$ cat config.mk
export PLATFORM = sky130hd
export DESIGN_NAME = fp_posit_mul_vec
export DESIGN_NICKNAME = d
export VERILOG_FILES = /design/src/rtl/fp_posit_mul_vec.sv
export SDC_FILE = /design/constraint.sdc
export NUM_CORES = 1
export LEC_CHECK = 0
export CAP_MARGIN = 20
export CELL_PAD_IN_SITES_DETAIL_PLACEMENT = 0
export CELL_PAD_IN_SITES_GLOBAL_PLACEMENT = 1
export CORE_MARGIN = 2
export CORE_UTILIZATION = 45
export CTS_BUF_LIST = sky130_fd_sc_hd__clkbuf_8
export CTS_CLUSTER_SIZE = 12
export DETAILED_ROUTE_END_ITERATION = 8
export PLACE_DENSITY = 0.87
export SLEW_MARGIN = 20
export SYNTH_ARGS = -nofsm -noshare
export SYNTH_HDL_FRONTEND = slang
export SYNTH_SLANG_ARGS = --single-unit
$ cat constraint.sdc
create_clock -name clk -period 4.5 [get_ports clk]
set_input_delay 0.9 -clock clk [delete_from_list [all_inputs] [get_ports clk]]
set_output_delay 0.9 -clock clk [all_outputs]
set_load 0.03 [all_outputs]
$ cat src/rtl/fp_posit_mul_vec.sv
// rtl/fp_posit_mul_vec.sv - multi-lane FP x bit-serial posit multiplier (option: FP_POSIT_MUL_SUBNORM_EN)
module fp_posit_mul_vec #(
    parameter int LANES     = 4,
    parameter int EXP_WIDTH = 5,
    parameter int MAN_WIDTH = 10,
    parameter int MAX_PREC  = 8,
    parameter int ES_MAX    = 2,
    localparam int ACT_WIDTH = 1 + EXP_WIDTH + MAN_WIDTH,
    localparam int FRAC_W    = MAX_PREC - 3,
    localparam int OEW       = EXP_WIDTH + 3,
    localparam int MW        = MAN_WIDTH + FRAC_W + 2
) (
    input  logic                   clk,
    input  logic                   rst,
    input  logic                   cfg_set,
    input  logic [3:0]             cfg_prec,
    input  logic [1:0]             cfg_es,
    input  logic                   in_valid,
    output logic                   in_ready,
    input  logic [ACT_WIDTH-1:0]   act,
    input  logic [LANES-1:0]       w,
    input  logic                   w_valid,
    output logic                   out_valid,
    input  logic                   out_ready,
    output logic [LANES-1:0]       sign_out,
    output logic [LANES*OEW-1:0]   exp_out,
    output logic [LANES*MW-1:0]    mant_out,
    output logic [LANES-1:0]       zero_out,
    output logic [LANES-1:0]       nar_out
);

    localparam int KW  = $clog2(MAX_PREC) + 1;
    localparam int FIW = $clog2(FRAC_W + 1);

    typedef enum logic [1:0] {S_IDLE, S_BUSY, S_DONE} state_t;
    localparam logic [1:0] P_R0 = 2'd0, P_RUN = 2'd1, P_EXP = 2'd2, P_FRAC = 2'd3;

    state_t               state, state_nx;
    logic [3:0]           prec_r, cnt, prec_cl;
    logic [1:0]           es_r, es_cl;
    logic                 act_s;
    logic [EXP_WIDTH-1:0] exp_eff_r, exp_eff_in, act_exp;
    logic [MW-1:0]        base_r, base_in;
    logic                 hid_in, start, beat;

    logic                 sgn  [LANES];
    logic                 rbit [LANES];
    logic                 nz   [LANES];
    logic [1:0]           ph   [LANES];
    logic [1:0]           ecnt [LANES];
    logic [KW-1:0]        k_r  [LANES];
    logic [ES_MAX-1:0]    ev   [LANES];
    logic [FIW-1:0]       fidx [LANES];
    logic [MW-1:0]        acc  [LANES];

    assign start   = in_valid & in_ready;
    assign beat    = (state == S_BUSY) & w_valid;
    assign act_exp = act[ACT_WIDTH-2 -: EXP_WIDTH];

    // Clamp requested configuration into the supported range
    always_comb begin
        prec_cl = cfg_prec;
        if (cfg_prec < 4'd3)
            prec_cl = 4'd3;
        else if (cfg_prec > 4'(MAX_PREC))
            prec_cl = 4'(MAX_PREC);
        es_cl = (cfg_es > 2'(ES_MAX)) ? 2'(ES_MAX) : cfg_es;
    end

    // Activation hidden bit, effective exponent and the shifted 1.f base term
    always_comb begin
`ifdef FP_POSIT_MUL_SUBNORM_EN
        hid_in     = |act_exp;
        exp_eff_in = hid_in ? act_exp : EXP_WIDTH'(1);
`else
        hid_in     = 1'b1;
        exp_eff_in = act_exp;
`endif
        base_in = MW'({hid_in, act[MAN_WIDTH-1:0]}) << FRAC_W;
    end

    // Word-level state register
    always_ff @(posedge clk) begin
        if (!rst)
            state <= S_IDLE;
        else
            state <= state_nx;
    end

    // Word-level next state: shared beat counter ends the word after n beats
    always_comb begin
        state_nx = state;
        case (state)
            S_IDLE: if (in_valid) state_nx = S_BUSY;
            S_BUSY: if (w_valid && cnt == prec_r - 4'd1) state_nx = S_DONE;
            S_DONE: if (out_ready) state_nx = in_valid ? S_BUSY : S_IDLE;
            default: state_nx = S_IDLE;
        endcase
    end

    // Configuration, beat counter and per-word activation capture
    always_ff @(posedge clk) begin
        if (!rst) begin
            prec_r    <= 4'(MAX_PREC);
            es_r      <= 2'd0;
            cnt       <= 4'd0;
            act_s     <= 1'b0;
            exp_eff_r <= '0;
            base_r    <= '0;
        end else begin
            if (cfg_set && state == S_IDLE) begin
                prec_r <= prec_cl;
                es_r   <= es_cl;
            end
            if (start) begin
                cnt       <= 4'd1;
                act_s     <= act[ACT_WIDTH-1];
                exp_eff_r <= exp_eff_in;
                base_r    <= base_in;
            end else if (beat) begin
                cnt <= cnt + 4'd1;
            end
        end
    end

    // Per-lane bit-serial posit decode and mantissa accumulation
    always_ff @(posedge clk) begin
        for (int i = 0; i < LANES; i++) begin
            if (!rst) begin
                sgn[i] <= 1'b0; rbit[i] <= 1'b0; nz[i] <= 1'b0; ph[i] <= P_R0;
                ecnt[i] <= 2'd0; k_r[i] <= '0; ev[i] <= '0; fidx[i] <= '0; acc[i] <= '0;
            end else if (start) begin
                sgn[i]  <= w[i];
                nz[i]   <= 1'b0;
                ph[i]   <= P_R0;
                ecnt[i] <= 2'd0;
                k_r[i]  <= '0;
                ev[i]   <= '0;
                fidx[i] <= FIW'(1);
                acc[i]  <= base_in;
            end else if (beat) begin
                nz[i] <= nz[i] | w[i];
                case (ph[i])
                    P_R0: begin
                        rbit[i] <= w[i];
                        k_r[i]  <= w[i] ? '0 : '1;
                        ph[i]   <= P_RUN;
                    end
                    P_RUN: begin
                        if (w[i] == rbit[i])
                            k_r[i] <= rbit[i] ? k_r[i] + KW'(1) : k_r[i] - KW'(1);
                        else
                            ph[i] <= (es_r == 2'd0) ? P_FRAC : P_EXP;
                    end
                    P_EXP: begin
                        ev[i]   <= ev[i] | (ES_MAX'(w[i]) << (es_r - 2'd1 - ecnt[i]));
                        ecnt[i] <= ecnt[i] + 2'd1;
                        if (ecnt[i] + 2'd1 == es_r)
                            ph[i] <= P_FRAC;
                    end
                    default: begin
                        if (w[i])
                            acc[i] <= acc[i] + (base_r >> fidx[i]);
                        fidx[i] <= fidx[i] + FIW'(1);
                    end
                endcase
            end
        end
    end

    // Handshake and result outputs; data is forced to 0 outside DONE
    always_comb begin
        logic [OEW-1:0] kx;
        logic [OEW-1:0] ex;
        logic           done;
        kx        = '0;
        ex        = '0;
        done      = (state == S_DONE);
        in_ready  = rst & ((state == S_IDLE) | (done & out_ready));
        out_valid = done;
        sign_out  = '0;
        exp_out   = '0;
        mant_out  = '0;
        zero_out  = '0;
        nar_out   = '0;
        for (int i = 0; i < LANES; i++) begin
            kx = {{(OEW-KW){k_r[i][KW-1]}}, k_r[i]};
            ex = OEW'(exp_eff_r) + (kx << es_r) + OEW'(ev[i]);
            if (done) begin
                if (nz[i]) begin
                    sign_out[i]            = sgn[i] ^ act_s;
                    exp_out[i*OEW +: OEW]  = ex;
                    mant_out[i*MW +: MW]   = acc[i];
                end else begin
                    sign_out[i] = sgn[i];
                    zero_out[i] = ~sgn[i];
                    nar_out[i]  = sgn[i];
                end
            end
        end
    end

endmodule

* After elaboration in Yosys (flattened, before gate mapping)
Memory sizes are Yosys's and may differ from the RTL's.
Cells that the tools add are included.
** Operators by class
- Add/subtract/negate cells :: 35
- Shift operators :: 12
- Mux-type cells :: 299
- Eq/ne operators :: 22
- Bitwise gates (word level) :: 98
- Magnitude comparators :: 3
- Reduce and logical (&&, ||, !) cells :: 15
** Operator list (number)
- 17-bit two-way mux :: 16
- 1-bit two-way mux :: 208
- 4-bit two-way mux :: 22
- 1-bit OR :: 81
- 2-bit two-way mux :: 36
- 17-bit adder :: 4
- 16-bit by 3-bit right shift with 17-bit output :: 4
- 8-bit two-way mux :: 8
- 5-bit by 8-bit adder with 8-bit output :: 4
- 8-bit by 2-bit adder with 8-bit output :: 4
- 8-bit by 2-bit left shift with 8-bit output :: 4
- 3-bit two-way mux :: 8
- 4-bit by 1-bit adder with 4-bit output (second input constant) :: 5
- 4-bit by 1-bit subtractor with 4-bit output (second input constant) :: 5
- 3-bit by 1-bit adder with 3-bit output (second input constant) :: 4
- 2-bit logical NOT :: 6
- 3-bit OR reduction :: 4
- 2-bit by 1-bit == test with 1-bit output (second input constant) :: 5
- 2-bit == test (second input constant) :: 5
- 2-bit by 1-bit adder with 2-bit output (second input constant) :: 4
- 2-bit == test :: 4
- 2-bit OR :: 4
- 1-bit by 2-bit left shift with 2-bit output :: 4
- 2-bit subtractor :: 4
- 16 further kinds :: 31
** Word-level totals
- Input bits :: 32
- Memories kept :: 9
- Output and inout port bits :: 114
- Register bits :: 29
- Memory bits (writable) :: 132
- Word-level logic and storage cells :: 501
** Memory list
- acc :: depth 4, width 17, read ports 4, clocked after memory_dff 0, write ports 4, line 54 : logic [MW-1:0] acc [LANES];
- k_r :: depth 4, width 4, read ports 4, clocked after memory_dff 0, write ports 4, line 51 : logic [KW-1:0] k_r [LANES];
- fidx :: depth 4, width 3, read ports 4, clocked after memory_dff 0, write ports 4, line 53 : logic [FIW-1:0] fidx [LANES];
- ecnt :: depth 4, width 2, read ports 4, clocked after memory_dff 0, write ports 4, line 50 : logic [1:0] ecnt [LANES];
- ev :: depth 4, width 2, read ports 4, clocked after memory_dff 0, write ports 4, line 52 : logic [ES_MAX-1:0] ev [LANES];
- ph :: depth 4, width 2, read ports 4, clocked after memory_dff 0, write ports 4, line 49 : logic [1:0] ph [LANES];
- +3 memories

* Longest topological paths before layout
- Depth in word-level cells :: 12
- Depth in mapped cells :: 15

* Worst setup path before layout
No wires, ideal clock.
- Path type :: reg-to-output
- Start point :: register es_r[0]
- End point :: output port exp_out[15]
- Arrival time :: 4.080 ns
- Cell stages (with the launch flop) :: 13
- Required time :: 3.600 ns
- Buffers on the path :: 2
- Setup slack :: -0.480 ns
- Cell sequence :: dfxtp_1 > clkbuf_1 > buf_1 > mux2i_1 > nor2_1 > fa_1 > ha_1 > inv_1 > fa_1 > nor2b_1 > o21ai_0 > nand2b_1 > a2111oi_0
** Between the ends
- Longest elaborated chain between the ends :: 5
** Ends and longest elaborated chain
- start, declared :: line 40 : logic [1:0] es_r, es_cl;
- start signal, assigned :: line 113 : es_r <= es_cl;
- 8-bit by 2-bit left shift with 8-bit output :: line 188 : ex = OEW'(exp_eff_r) + (kx << es_r) + OEW'(ev[i]);
- 5-bit by 8-bit adder with 8-bit output :: line 188
- 8-bit by 2-bit adder with 8-bit output :: line 188
- 8-bit two-way mux :: line 190 : if (nz[i]) begin
- 8-bit two-way mux :: line 189 : if (done) begin
- end, declared :: line 26 : output logic [LANES*OEW-1:0] exp_out,
Every way passes these cells.

* Worst setup path in the final report
- Start point :: register es_r[0]
- End point :: output port exp_out[2]
The elaborated chain is that of the path after synthesis.

==> out/metrics.csv <==
metric,value,unit
status,"complete, no violations",
synth.distinct_cells,64,
htree_levels,4,
drc,0,
antenna_found_initial,2,
via_per_inst,5.75,
crit_slowest_cell,clkdlybuf4s50_1,
track_usage,0.238,
switching_share,0.360,
p_leak,6.96,nW
multi_input_area,8550,sq um
fmax,232,MHz
vias,11789,
synth_compound_area_frac,0.152,
cts_buffers,17,
max_stage_delay,0.69,ns
endpoint_kind,output port,
post-route-min-period,4.31,ns
synth_xor_area_frac,0.0717,
wl_per_cell,18.0,microns
clock-root-buffer,clkbuf_8,
ys_seq_area_frac,0.333,
final-seq-area,4510,sq um
ys.flop_type,edfxtp_1,
start_kind,flop,
die_w,178,microns
avgSynthCellArea,8.80,sq um
yosys_warnings,0,
area_growth,16.0,%
cts.clk_slew.worst_paths,0.10,ns
die_y,178,microns
grt_pass1_wl,59000,microns
internal_power,2.73,mW
setup_viol_count_final,0,
syn-cell-area,13600,sq um
skew,0.0171,ns
synth-edff-count,129,
dieArea,31500,sq um
overflow,0,
synthAdderAreaFrac,0.136,
grt_max_degree,48,
power_frac_clock,0.254,
synthCells,1541,
hold_viol_final,0,
gp_congestion,0.874,
synth_top_family_by_area,simple AND/OR/NAND/NOR gates,
crit_arrival,3.41,ns
rows,63,
layout.nets,1815,
synthesis.nets,1708,
slew_violations,0,
relSlewSlack,0.412,
muxShareOfSynthArea,0.0642,
cap_violations,0,
antennaDiodeCount,0,
numClockSinks,161,
cts_max_path_buffers,2,
portBuffers,145,
crit_required,3.60,ns
comb_power_share,0.301,
io_pins,146,
first_global_vias,11248,
ant_nets,0,
fillers,2781,
drive_gt1_frac,0.0716,
synth-seq-cells,161,
synthArstFlopShare,0,
seqPwrFrac,0.445,
hp-class,flop to flop,
rsz0062_at_grt,false,
cp_cell_sequence,buf_12 > mux2i_1 > nor2_1 > fa_1 > ha_1 > inv_1 > fa_1 > nor2_1 > clkdlybuf4s50_1,
power-per-cell-area,271,nW/um^2
initial_core_util,0.458,
insertion_delay,0.48,ns
synth-simple-area-share,0.205,
drtIter0Drc,893,
tns,0,ns
worst-slew-pin-transition,0.883,ns
total_power,4.26,mW
p_sw,1.54,mW
post-dp-hpwl,27600,microns
post-route-util,0.531,
vdd_drop_max,0.000203,V
cts_tree,yes,
period_share,0.959,
critPathMaxFanout,25,
drt-total-wl,36900,microns
dr.pass1.iters,5,
worstSetupPathType,flop to output port,
core_area,29600,sq um
==> registers in the layout, summed over array words and instances, names as in the netlist <==
register   flops
ev             8
nz             4
exp_eff_r      5
k_r           16
fidx          12
prec_r         4
cnt            4
acc           68
act_s          1
ecnt           8
sgn            4
es_r           2
state          2
ph             8
base_r        11
rbit           4
==> what timing repair did <==
action	4_1_cts	5_1_grt
setup endpoints to repair	0	2
buffers inserted	0	0
gates resized for setup	0	2
hold buffers	0	0
==> routing by layer <==
layer	global-route usage	wire (microns)	vias to the layer above
li1	-	-	5735
met2	0.378	16600	354
met3	0.0351	2210	39
met4	0.0570	620	2
met1	0.341	17500	5659
met5	0	13	-
==> power groups by stage <==
stage          Combinational (mW)  Clock [mW]  Sequential [mW]
2_1_floorplan                1.01           0             1.83
3_3_place_gp                 1.25           0             1.93
3_5_place_dp                 1.27           0             1.93
4_1_cts                      1.28        1.09             1.90
5_1_grt                      1.44        1.15             1.92
6_report                     1.28        1.08             1.90
==> Yosys cell counts, types with 14 or more instances <==
master,instances,share of area
mux2i_1,51,0.038
a21oi_1,102,0.038
and2_1,23,0.011
xor2_1,43,0.028
nand3_1,25,0.0092
o21ai_0,112,0.041
fa_1,20,0.030
and3_1,94,0.043
inv_1,48,0.013
ha_1,115,0.11
nand4_1,15,0.0069
clkbuf_1,63,0.017
nor3_1,42,0.016
dfxtp_1,32,0.047
nand2_1,166,0.046
nand2b_1,30,0.014
o22ai_1,14,0.0065
nor2b_1,21,0.0097
xnor2_1,68,0.044
mux2_2,32,0.027
nor2_1,133,0.037
edfxtp_1,129,0.29
a21o_1,41,0.023
==> layout make-up <==
class / count / area share
clock buffers: 17 / 0.0149
clock inverters: 15 / 0.00946
inverters: 58 / 0.0138
multi-input cells: 1245 / 0.544
flip-flops and latches: 161 / 0.287
well taps: 390 / 0.0310
repair buffers: 165 / 0.100
==> worst max-delay path: cells and delay by family, from the launching register on <==
kind	cells	cell delay, ns
adder cells (fa/ha/maj)	3	1.11
flip-flops	1	0.44
buffers and inverters	3	0.96
multiplexers	1	0.24
AND/OR/NAND/NOR	2	0.19
==> cells by family after synthesis <==
family	Yosys count
buffers and inverters	135
DFF	161
and+or+nand+nor	574
muxes	83
adders and majority gates	135
AOI/OAI and AO/OA	342
xor gates and xnor gates	111
==> stage by stage <==
| stage | hold slack, ns | cells | area, sq um | setup slack (ns) |
|---|---|---|---|---|
| 6_report | 0.516 | 2051 | 15700 | 0.185 |
| 5_1_grt | 0.551 | 2051 | 15700 | 0.0376 |
| 4_1_cts | 0.515 | 2051 | 15700 | 0.0551 |
| 3_5_place_dp | 0.487 | 2019 | 15300 | 0.582 |
| 3_3_place_gp | 0.481 | 2019 | 15300 | 0.641 |
| 2_1_floorplan | 0.466 | 1541 | 13600 | 0.298 |
==> cell usage in the layout (no fill, tap or decap), types with 21 or more instances in the layout <==
cell and count:
nand2_1 166, ha_1 115, and3_1 94, and2_1 23, buf_4 36, inv_1 49, a21oi_1 102, xnor2_1 68
mux2i_1 51, a21o_1 41, edfxtp_1 129, nand2b_1 30, nor2_1 133, nor2b_1 21, dfxtp_1 32, mux2_2 32
o21ai_0 112, clkdlybuf4s50_1 126, nand3_1 25, nor3_1 42, xor2_1 43
==> final timing paths <==
path / slack [ns] / cells after the start / to / startpoint
min reg2reg: 0.52 / 2 / prec_r[3] / prec_r[3]
max: 0.19 / 9 / exp_out[2] / es_r[0]
max reg2reg: 0.53 / 13 / acc[2][14] / fidx[2][1]
min: 0.52 / 2 / prec_r[3] / prec_r[3]
(Power assumes the default switching activity.)
